[src/rtl/alu_share_arbiter.sv]
// Round-robin front end that lets two requesters share one combinational ALU.
// One operation is in flight at a time: accept, execute (1 cycle), respond.
module alu_share_arbiter #(
  parameter int WIDTH = 32,
  parameter int OPW   = 4
) (
  input  logic             clk,
  input  logic             rst_n,
  input  logic [1:0]       req_valid,
  output logic [1:0]       req_ready,
  input  logic [OPW-1:0]   req0_op,
  input  logic [WIDTH-1:0] req0_a,
  input  logic [WIDTH-1:0] req0_b,
  input  logic [OPW-1:0]   req1_op,
  input  logic [WIDTH-1:0] req1_a,
  input  logic [WIDTH-1:0] req1_b,
  output logic [1:0]       rsp_valid,
  input  logic [1:0]       rsp_ready,
  output logic [WIDTH-1:0] rsp_data,
  output logic             rsp_zero,
  output logic [OPW-1:0]   alu_control,
  output logic [WIDTH-1:0] alu_src1,
  output logic [WIDTH-1:0] alu_src2,
  input  logic [WIDTH-1:0] alu_ans,
  input  logic             alu_zero,
  output logic             busy
);

  typedef enum logic [1:0] {IDLE, EXEC, RESP} state_t;

  state_t           state_reg, state_next;
  logic [OPW-1:0]   op_reg;
  logic [WIDTH-1:0] a_reg, b_reg;
  logic             owner_reg;
  logic             last_grant_reg;
  logic [1:0]       rsp_valid_reg;
  logic [WIDTH-1:0] rsp_data_reg;
  logic             rsp_zero_reg;

  logic             grant;
  logic             accept;
  logic [OPW-1:0]   sel_op;
  logic [WIDTH-1:0] sel_a, sel_b;

  // Sole valid requester wins; on contention the one not served last time wins.
  always_comb begin
    grant = ~req_valid[0];
    if (req_valid == 2'b11)
      grant = ~last_grant_reg;
  end

  assign accept = (state_reg == IDLE) && req_valid[grant];

  // Ready is masked by rst_n so it reads 0 for the whole reset assertion.
  generate
    for (genvar gi = 0; gi < 2; gi++) begin : g_ready
      assign req_ready[gi] = rst_n && (state_reg == IDLE) &&
                             (grant == 1'(gi)) && req_valid[gi];
    end
  endgenerate

  assign sel_op = grant ? req1_op : req0_op;
  assign sel_a  = grant ? req1_a  : req0_a;
  assign sel_b  = grant ? req1_b  : req0_b;

  always_comb begin
    state_next = state_reg;
    case (state_reg)
      IDLE:    if (accept) state_next = EXEC;
      EXEC:    state_next = RESP;
      RESP:    if (rsp_ready[owner_reg]) state_next = IDLE;
      default: state_next = IDLE;
    endcase
  end

  always_ff @(posedge clk or negedge rst_n) begin
    if (!rst_n)
      state_reg <= IDLE;
    else
      state_reg <= state_next;
  end

  always_ff @(posedge clk or negedge rst_n) begin
    if (!rst_n) begin
      op_reg         <= '0;
      a_reg          <= '0;
      b_reg          <= '0;
      owner_reg      <= 1'b0;
      last_grant_reg <= 1'b1;
      rsp_valid_reg  <= 2'b00;
      rsp_data_reg   <= '0;
      rsp_zero_reg   <= 1'b0;
    end else begin
      case (state_reg)
        IDLE: begin
          if (accept) begin
            op_reg         <= sel_op;
            a_reg          <= sel_a;
            b_reg          <= sel_b;
            owner_reg      <= grant;
            last_grant_reg <= grant;
          end
        end
        EXEC: begin
          rsp_data_reg  <= alu_ans;
          rsp_zero_reg  <= alu_zero;
          rsp_valid_reg <= owner_reg ? 2'b10 : 2'b01;
        end
        RESP: begin
          if (rsp_ready[owner_reg])
            rsp_valid_reg <= 2'b00;
        end
        default: ;
      endcase
    end
  end

  // The ALU only ever sees the latched operands, never the request ports.
  assign alu_control = op_reg;
  assign alu_src1    = a_reg;
  assign alu_src2    = b_reg;

  assign rsp_valid = rsp_valid_reg;
  assign rsp_data  = rsp_data_reg;
  assign rsp_zero  = rsp_zero_reg;
  assign busy      = (state_reg != IDLE);

endmodule

[config.mk]
export PLATFORM = sky130hd
export DESIGN_NAME = alu_share_arbiter
export DESIGN_NICKNAME = d
export VERILOG_FILES = /design/src/rtl/alu_share_arbiter.sv
export SDC_FILE = /design/constraint.sdc
export NUM_CORES = 1
export LEC_CHECK = 0
export ABC_AREA = 1
export CORE_MARGIN = 10
export CORE_UTILIZATION = 25
export DETAILED_ROUTE_END_ITERATION = 12
export PLACE_DENSITY = 0.64
export REMOVE_ABC_BUFFERS = 1
export SETUP_SLACK_MARGIN = 0.1
export SLEW_MARGIN = 20
export SYNTH_ARGS = -nofsm -noshare
export SYNTH_HDL_FRONTEND = slang
export SYNTH_SLANG_ARGS = --single-unit
[constraint.sdc]
create_clock -name clk -period 1.4 [get_ports clk]
set_input_delay 0.14 -clock clk [delete_from_list [all_inputs] [get_ports clk]]
set_output_delay 0.14 -clock clk [all_outputs]
set_load 0.005 [all_outputs]
==> results.ini, run 1 <==
[timing]
finalSetupViolCount = 3
fmax_mhz = 697
tns_ns = -0.0522
fin_crit_ns = 1.43
holdWs_ns = 0.318
finalCritPeriodShare = 1.02
worst_pin_slew_ns = 0.598
setup_slack_ns = -0.0340
slew_viol_final = 0
maxSlewHeadroom = 0.601
finClkSkew_ns = 0.0118
rsz0062_at_grt = yes
hold_viol = 0

[floorplanning]
core_region_area_mm2 = 0.0211
rows = 53
dieArea_mm2 = 0.0278
ioPinCount = 281
die-width_um = 167
die_h_um = 167
initial_core_util = 0.255

[clocking]
path_clk_slew_ns = 0.08
clock_sinks = 107
clk_latency_ns = 0.36
cts.root.buffer_cell = clkbuf_16
cts_tree = done
htree_levels = 3
cts_max_path_buffers = 2
numCtsBuffers = 9

[logic_synthesis]
yosysSeqAreaShare = 0.498
yosys_warnings = 0
ys_ff_latch = 107
syn_avg_cell_area_um2 = 7.10
synth-main-ff-cell = dfrtp_1
synth_top_area_cell = dfrtp_1
synthMuxAreaShare = 0
synth_xor_area_frac = 0
synthSimpleGateAreaFrac = 0.361
yosys.cell_count.top_type = nand2_1
synthTopCellsByArea = dfrtp_1, nand2_1, nand3_1
ys_types = 17
synth_top_family_by_area = simple AND/OR/NAND/NOR gates
synth_edf_count = 0
synthTopCellsByCount = nand2_1, inv_1, nand3_1
yosys.area_share.adder = 0
synth_compound_area_frac = 0.00186
synth-async-reset-ratio = 1.00
syn_inst = 757
yosysTopAreaCellShare = 0.494
synth_area_mm2 = 0.00537

[power_and_ir_drop]
netSwitchingFraction = 0.386
p_comb_frac = 0.551
ir_worst_vdd_v = 0.000765
p_leak_nw = 5.29
netSwitchingPower_w = 0.00697
p_per_area_mw_per_mm2 = 1860
p_seq_frac = 0.303
clkPwrFrac = 0.147
p_int_w = 0.0111

[placed_design]
gp_congestion = 0.807
hpwlAfterDp_um = 15400
placed_area_mm2 = 0.00861
io_buffers = 280

[critical_path]
critPathKind = register to output pin
crit_arrival_ns = 1.29
worstPathRequired_ns = 1.26
start_kind = register
path_max_fanout = 4
end_kind = output pin
rrSetupSlack_ns = -0.01

[route]
antenna_left = 0
wirelength_um = 23400
via_count = 5782
firstDrtPassIters = 6
via_per_inst = 4.31
wire_per_inst_um = 17.5
drcViolationCount = 0
drt_iter0_markers = 323

[global_route]
grt_pass1_vias = 5473
grt_max_degree = 108
grt-ovfl-total = 0
antenna_found_initial = 0
grt_use_total = 0.142
grt_pass1_wl_um = 31700

[cells_and_area]
synthToLayoutAreaGrowth_pct = 80.8
multiInputGateArea_mm2 = 0.00224
stdcell_area_mm2 = 0.00971
seq_area_mm2 = 0.00268
antenna_cells = 0
drive_gt1_frac = 0.134
fillers = 2147
final_nets = 1238

[hold_path]
worst_hold_path_type = input port to register

[run_status]
violations = setup timing
status = finished with violations

[job]
drv_cap = 0

==> worst max-delay path, cell delays in order (launching register included) <==
cell and delay, ns:
dfstp_2 0.53, inv_2 0.05, nand2_4 0.07, nand2_4 0.07
nand2_2 0.06, nor2_1 0.03, buf_2 0.12
==> area by class of cell <==
class                           count  share of cell area
Sequential cell                   107               0.276
Timing Repair Buffer              336               0.370
Inverter                          143              0.0565
Multi-Input combinational cell    465               0.230
Clock buffer                       10              0.0236
Clock inverter                      6             0.00760
Tap cell                          275              0.0354
Timing Repair inverter              1            0.000902
==> placed cells by master (no fill, tap or decap), types with 8 or more instances in the layout <==
cell type        instances
nand3_1                108
nand2_2                 16
buf_6                    8
nand3_2                 31
dfrtp_1                106
clkdlybuf4s50_1        172
nand2_1                291
buf_12                  18
inv_1                  139
buf_4                   15
dlygate4sd2_1          102
nand2_4                 12
clkbuf_16               18
==> per-layer routing <==
metal,global-route usage,vias up,part of all wire
met1,0.170,2657,0.42
met2,0.233,249,0.48
li1,-,2863,-
met5,0,-,0
met4,0.0275,0,0.0068
met3,0.0635,13,0.096
==> metrics by stage <==
stage / cells / power (W) / util / setup slack [ns]
after floorplan: 715 / 0.00859 / - / -2.07
after global placement: 1296 / 0.0141 / 0.408 / -0.168
after detailed placement: 1296 / 0.0142 / 0.408 / -0.190
after CTS: 1319 / 0.0163 / 0.425 / -0.0691
after global routing: 1343 / 0.0194 / 0.461 / -0.103
final: 1343 / 0.0180 / 0.461 / -0.0340
==> kinds of logic after synthesis <==
logic type / Yosys count
AND/OR/NAND/NOR: 463
AO/OA/AOI/OAI: 2
buffers and inverters: 185
flip-flops: 107
==> final timing paths <==
| check | startpoint | end | cells past startpoint |
|---|---|---|---|
| max in group asynchronous | rst_n | alu_src1[2]$_DFFE_PN0P_ | 3 |
| hold reg to reg | alu_src2[21]$_DFFE_PN0P_ | alu_src2[21]$_DFFE_PN0P_ | 2 |
| setup reg to reg | last_grant_reg$_DFFE_PN1P_ | alu_src2[23]$_DFFE_PN0P_ | 9 |
| setup / recovery | last_grant_reg$_DFFE_PN1P_ | req_ready[1] | 6 |
| hold / removal | alu_ans[16] | rsp_data[16]$_DFFE_PN0P_ | 3 |
| min in group asynchronous | rst_n | rsp_data[12]$_DFFE_PN0P_ | 3 |
==> power by group through the flow <==
stage                     clock [W]  combinational [W]  sequential [W]
final                       0.00265            0.00993         0.00546
after global routing        0.00286             0.0109         0.00564
after CTS                   0.00274            0.00811         0.00544
after detailed placement          0            0.00872         0.00552
after global placement            0            0.00863         0.00549
after floorplan                   0            0.00297         0.00561
==> what timing repair did <==
action                                  CTS  global route
hold endpoints to repair                106             0
gates resized for setup                 127            98
hold buffers                              1             0
cloned                                    4            14
setup buffers                             3            10
pin swaps                                 3            24
endpoints found under the setup margin  176            74
Note: power is estimated with default switching activity, not from simulation.
==> run 2, diff against run 1 <==
- CAP_MARGIN: not set -> 25
- CORE_UTILIZATION: 25 -> 36
- MAX_ROUTING_LAYER: not set -> met4
- PLACE_DENSITY: 0.64 -> 0.84
==> results.ini, run 2 (same netlist as run 1, synthesis figures left out) <==
[critical_path]
end_kind = output pin  ; unchanged
critical-path-top-delay-family = flip-flops  ; unchanged
path_buf_inv = 2  ; unchanged
startpoint = last_grant_reg$_DFFE_PN1P_  ; unchanged
worstPathRequired_ns = 1.26  ; about the same
rrSetupSlack_ns = 0  ; was -0.01 ns
path_max_fanout = 3  ; was 4
reg2reg_depth = 7  ; was 9
crit_arrival_ns = 1.29  ; about the same
crit_top_cell = nand2_2  ; was nand2_4
cp.depth = 5  ; was 6
crit_slowest_cell = dfstp_2  ; unchanged
start_kind = register  ; unchanged
critPathKind = register to output pin  ; unchanged
critPathMaxStageDelay_ns = 0.53  ; about the same
reg2reg_from = last_grant_reg$_DFFE_PN1P_  ; unchanged
crit_end = req_ready[0]  ; was req_ready[1]
cp_cell_sequence = inv_2 -> nand2_2 -> nand2_2 -> nor2_1 -> buf_2  ; was inv_2 -> nand2_4 -> nand2_4 -> nand2_2 -> nor2_1 -> buf_2
r2r-end = alu_src2[23]$_DFFE_PN0P_  ; unchanged

[timing]
rsz0062_at_grt = yes  ; unchanged
setup_slack_ns = -0.0304  ; was -0.0340 ns
slew_viol_final = 0  ; unchanged
finalCritPeriodShare = 1.02  ; about the same
fin_crit_ns = 1.43  ; about the same
finalSetupViolCount = 2  ; was 3
maxSlewHeadroom = 0.602  ; was 0.601
worst_pin_slew_ns = 0.597  ; was 0.598 ns
finClkSkew_ns = 0.0106  ; was 0.0118 ns
hold_viol = 0  ; unchanged
fmax_mhz = 699  ; was 697 MHz

[clocking]
path_clk_slew_ns = 0.07  ; was 0.08 ns
numCtsBuffers = 9  ; unchanged
cts.root.buffer_cell = clkbuf_16  ; unchanged
clock_sinks = 107  ; unchanged
htree_levels = 3  ; unchanged
clk_latency_ns = 0.35  ; was 0.36 ns
cts_max_path_buffers = 2  ; unchanged
cts_tree = done  ; unchanged

[hold_path]
worst_hold_path_type = input port to register  ; unchanged
hold_depth = 3  ; unchanged

[cells_and_area]
synthToLayoutAreaGrowth_pct = 76.9  ; was 80.8%
multiInputGateArea_mm2 = 0.00213  ; was 0.00224 mm²
fillers = 1218  ; was 2147
seq_area_mm2 = 0.00268  ; unchanged
final_common_cell = nand2_1  ; unchanged
fin_cells = 1250  ; was 1343
drive_gt1_frac = 0.123  ; was 0.134
final_nets = 1235  ; was 1238
stdcell_area_mm2 = 0.00951  ; was 0.00971 mm²
layout_common_cells = nand2_1, clkdlybuf4s50_1, inv_1, nand3_1, dfrtp_1  ; unchanged

[floorplanning]
die-width_um = 142  ; was 167 µm
die_h_um = 142  ; was 167 µm
rows = 44  ; was 53
core_region_area_mm2 = 0.0146  ; was 0.0211 mm²
dieArea_mm2 = 0.0202  ; was 0.0278 mm²
ioPinCount = 281  ; unchanged
initial_core_util = 0.368  ; was 0.255

[global_route]
grt_use_total = 0.212  ; was 0.142
grt_max_degree = 108  ; unchanged
grt_pass1_vias = 5916  ; was 5473
grt_pass1_wl_um = 32600  ; was 31700 µm
antenna_found_initial = 1  ; was 0
grt-ovfl-total = 0  ; unchanged

[placed_design]
io_buffers = 280  ; unchanged
gp_congestion = 0.840  ; was 0.807
hpwlAfterDp_um = 14700  ; was 15400 µm
placed_cells = 1197  ; was 1296
placed_area_mm2 = 0.00841  ; was 0.00861 mm²
dp_slack_ns = -0.274  ; was -0.190 ns

[route]
via_per_inst = 4.81  ; was 4.31
drt_iter0_markers = 386  ; was 323
firstDrtPassIters = 5  ; was 6
wirelength_um = 23700  ; was 23400 µm
drcViolationCount = 0  ; unchanged
via_count = 6014  ; was 5782
antenna_left = 0  ; unchanged
wire_per_inst_um = 18.9  ; was 17.5 µm

[run_status]
violations = setup timing  ; unchanged
status = finished with violations  ; unchanged

[job]
drv_cap = 0  ; unchanged

[power_and_ir_drop]
netSwitchingPower_w = 0.00726  ; was 0.00697 W
netSwitchingFraction = 0.393  ; was 0.386
p_int_w = 0.0112  ; was 0.0111 W
p_comb_frac = 0.569  ; was 0.551
p_leak_nw = 5.24  ; was 5.29 nW
clkPwrFrac = 0.130  ; was 0.147
ir_worst_vdd_v = 0.000817  ; was 0.000765 V
p_per_area_mw_per_mm2 = 1950  ; was 1860 mW/mm²
p_seq_frac = 0.301  ; was 0.303

## run 2: layout make-up
type,instances,area share
Timing Repair Buffer,334,0.383
Sequential cell,107,0.282
Multi-Input combinational cell,465,0.224
Inverter,143,0.0586
Clock buffer,11,0.0245
Tap cell,184,0.0242
Clock inverter,5,0.00408
Antenna cell,1,0.000263
## run 2: routing by layer
metal | vias up | wire length [µm] | track usage
li1 | 2862 | - | -
met1 | 2824 | 9560 | 0.253
met2 | 294 | 11400 | 0.333
met3 | 34 | 2300 | 0.0784
met4 | 0 | 469 | 0.0543
met5 | - | 0 | -
## run 2: repair_timing
| action | in CTS | in global routing |
|---|---|---|
| hold buffers | 1 | 0 |
| pin swaps | 25 | 6 |
| cloned | 8 | 13 |
| buffers inserted | 12 | 3 |
| gates resized for setup | 186 | 27 |
| endpoints found under the setup margin | 175 | 79 |
| hold endpoints to repair | 106 | 0 |
## run 2: worst min-delay path, cell delays in order
cell	delay (ns)
clkdlybuf4s50_1	0.40
nand2_1	0.06
nand2_1	0.04
## run 2: power groups by stage
stage / clock network [W] / registers, W / logic [W]
CTS: 0.00247 / 0.00554 / 0.00920
detailed placement: 0 / 0.00555 / 0.00849
global placement: 0 / 0.00549 / 0.00831
floorplan: 0 / 0.00561 / 0.00297
finish: 0.00240 / 0.00558 / 0.0105
global route: 0.00260 / 0.00576 / 0.0115
## run 2: worst min path at each step
stage,slack (ns),to,from
final,0.32,rsp_data[19]$_DFFE_PN0P_,alu_ans[19]
after global routing,0.33,rsp_data[30]$_DFFE_PN0P_,alu_ans[30]
after global placement,0.29,rsp_data[6]$_DFFE_PN0P_,rst_n
after CTS,0.30,rsp_data[31]$_DFFE_PN0P_,alu_ans[31]
after floorplan,-0.16,alu_control[0]$_DFFE_PN0P_,rst_n
after detailed placement,0.28,rsp_valid[0]$_DFFE_PN0P_,rst_n
## run 2: per-stage QoR
| step | utilization | total power (W) | TNS, ns | hold slack, ns |
|---|---|---|---|---|
| floorplan | - | 0.00859 | -154.42 | -0.156 |
| global placement | 0.576 | 0.0138 | -8.76 | 0.288 |
| detailed placement | 0.576 | 0.0140 | -11.05 | 0.283 |
| CTS | 0.623 | 0.0172 | -0.0388 | 0.303 |
| global route | 0.652 | 0.0198 | -2.15 | 0.333 |
| finish | 0.652 | 0.0185 | -0.0602 | 0.324 |
==> run 3, diff against run 2 <==
- clock period: 1.4 -> 1.3 ns (I/O delays scaled with it)
==> results.ini, run 3 (same netlist as run 1, synthesis figures left out) <==
[timing]
finalSetupViolCount = 59  ; was 2
worst_pin_slew_ns = 0.585  ; was 0.597 ns
slew_viol_final = 0  ; unchanged
fin_crit_ns = 1.42
finalCritPeriodShare = 1.09
rsz0062_at_grt = yes  ; unchanged
setup_slack_ns = -0.122  ; was -0.0304 ns
maxSlewHeadroom = 0.610  ; was 0.602
hold_viol = 0  ; unchanged
fmax_mhz = 703
finClkSkew_ns = 0.00883  ; was 0.0106 ns

[cells_and_area]
seq_area_mm2 = 0.00268  ; unchanged
layout_common_cells = nand2_1, clkdlybuf4s50_1, inv_1, nand3_1, dfrtp_1  ; unchanged
synthToLayoutAreaGrowth_pct = 74.8  ; was 76.9%
antenna_cells = 0  ; was 1
stdcell_area_mm2 = 0.00939  ; was 0.00951 mm²
drive_gt1_frac = 0.123  ; about the same
final_common_cell = nand2_1  ; unchanged
multiInputGateArea_mm2 = 0.00221  ; was 0.00213 mm²
fin_cells = 1242  ; was 1250
fillers = 1209  ; was 1218
final_nets = 1228  ; was 1235

[route]
via_per_inst = 4.83  ; was 4.81
via_count = 6002  ; was 6014
drt_iter0_markers = 359  ; was 386
wire_per_inst_um = 18.6  ; was 18.9 µm
drcViolationCount = 0  ; unchanged
antenna_left = 0  ; unchanged
wirelength_um = 23100  ; was 23700 µm
firstDrtPassIters = 4  ; was 5

[power_and_ir_drop]
p_leak_nw = 5.23  ; was 5.24 nW
p_per_area_mw_per_mm2 = 2030  ; was 1950 mW/mm²
ir_worst_vdd_v = 0.000855  ; was 0.000817 V

[critical_path]
rrSetupSlack_ns = -0.10  ; was 0 ns
path_buf_inv = 2  ; unchanged
crit_arrival_ns = 1.29  ; about the same
worstPathRequired_ns = 1.17  ; was 1.26 ns
critPathKind = register to output pin  ; unchanged
crit_top_cell = nand2_4  ; was nand2_2
critPathMaxStageDelay_ns = 0.52  ; was 0.53 ns
cp_cell_sequence = inv_2 -> nand2_4 -> nand2_4 -> nand2_1 -> nor2_1 -> buf_2  ; was inv_2 -> nand2_2 -> nand2_2 -> nor2_1 -> buf_2
reg2reg_depth = 7  ; unchanged
crit_slowest_cell = dfstp_2  ; unchanged
end_kind = output pin  ; unchanged
path_max_fanout = 3  ; unchanged
reg2reg_from = last_grant_reg$_DFFE_PN1P_  ; unchanged
r2r-end = alu_src1[30]$_DFFE_PN0P_  ; was alu_src2[23]$_DFFE_PN0P_
start_kind = register  ; unchanged
critical-path-top-delay-family = flip-flops  ; unchanged

[placed_design]
placed_cells = 1200  ; was 1197
gp_congestion = 0.849  ; was 0.840
placed_area_mm2 = 0.00844  ; was 0.00841 mm²
hpwlAfterDp_um = 14800  ; was 14700 µm
io_buffers = 280  ; unchanged

[global_route]
grt-ovfl-total = 0  ; unchanged
grt_use_total = 0.201  ; was 0.212
grt_pass1_vias = 5728  ; was 5916
antenna_found_initial = 0  ; was 1
grt_max_degree = 108  ; unchanged
grt_pass1_wl_um = 31100  ; was 32600 µm

[clocking]
clock_sinks = 107  ; unchanged
cts_tree = done  ; unchanged
htree_levels = 3  ; unchanged
clk_latency_ns = 0.36  ; was 0.35 ns
cts_max_path_buffers = 2  ; unchanged
numCtsBuffers = 9  ; unchanged
cts.root.buffer_cell = clkbuf_16  ; unchanged
path_clk_slew_ns = 0.08  ; was 0.07 ns

[floorplanning]
die_h_um = 142  ; unchanged
ioPinCount = 281  ; unchanged
initial_core_util = 0.368  ; unchanged
rows = 44  ; unchanged
dieArea_mm2 = 0.0202  ; unchanged
core_region_area_mm2 = 0.0146  ; unchanged
die-width_um = 142  ; unchanged

[job]
drv_cap = 0  ; unchanged

[run_status]
violations = setup timing  ; unchanged
status = finished with violations  ; unchanged

[hold_path]
hold_depth = 3  ; unchanged
hp-start = alu_ans[0]  ; was alu_ans[19]
worstHoldEndpoint = rsp_data[0]$_DFFE_PN0P_  ; was rsp_data[19]$_DFFE_PN0P_
worst_hold_path_type = input port to register  ; unchanged

[run 3: cell types whose count changed in the layout (fill, tap and decap cells not counted), sizes merged]
cell           change
clkbuf             -2
bufbuf             +1
buf                -5
diode              -1
clkinvlp           +3
clkinv             -4
clkdlybuf4s15      +9
bufinv             +1
dlygate4sd2       -10
[run 3: per-layer routing]
metal,GRT usage,up-vias,share of wire
met5,-,-,0
met4,0.0522,0,0.020
met3,0.0778,25,0.10
met2,0.318,280,0.48
met1,0.234,2849,0.40
li1,-,2848,-
[run 3: worst max-delay path by stage]
stage                               startpoint                        to  slack, ns  cells past startpoint
finish              last_grant_reg$_DFFE_PN1P_              req_ready[1]      -0.12                      6
global route        last_grant_reg$_DFFE_PN1P_              req_ready[1]      -0.18                      6
CTS                 last_grant_reg$_DFFE_PN1P_  alu_src2[13]$_DFFE_PN0P_      -0.12                      7
detailed placement                req_valid[1]              req_ready[1]      -0.32                      6
global placement                  req_valid[1]              req_ready[1]      -0.30                      6
floorplan           last_grant_reg$_DFFE_PN1P_     owner_reg$_DFFE_PN0P_      -2.17                      5
[run 3: timing repair]
item	4_1_cts	5_1_grt
hold buffers	1	0
resized for setup	133	94
cloned	3	12
pin swaps	3	18
setup endpoints to repair	176	88
hold endpoints to repair	106	0
setup buffers	5	5
[run 3: report_power, final]
group | internal, W | switching (W) | total, W
Sequential | 0.00503 | 0.000926 | 0.00596
Combinational | 0.00501 | 0.00526 | 0.0103
Clock | 0.00156 | 0.00130 | 0.00286
[run 3: per-stage QoR]
stage          TNS, ns  hold slack (ns)  power, W  worst slack, ns  utilization
6_report         -2.65            0.309    0.0191           -0.122        0.644
5_1_grt          -7.38            0.316    0.0204           -0.177        0.644
4_1_cts          -4.52            0.300    0.0173           -0.124        0.604
3_5_place_dp    -16.29            0.272    0.0152           -0.316        0.579
3_3_place_gp    -14.31            0.268    0.0149           -0.300        0.579
2_1_floorplan  -165.10           -0.166   0.00925            -2.17            -
[run 3: area by class of cell]
type | instances | share of cell area
repair buffers | 327 | 0.364
flip-flops and latches | 107 | 0.285
multi-input cells | 465 | 0.235
inverters | 143 | 0.0583
clock buffers | 11 | 0.0258
well taps | 184 | 0.0245
clock inverters | 5 | 0.00653
[run 3: worst register-to-register path, delay by kind of cell, from the launching register on]
| kind | cells | cell delay, ns |
|---|---|---|
| flip-flops | 1 | 0.52 |
| buffers and inverters | 3 | 0.39 |
| AND/OR/NAND/NOR | 4 | 0.39 |
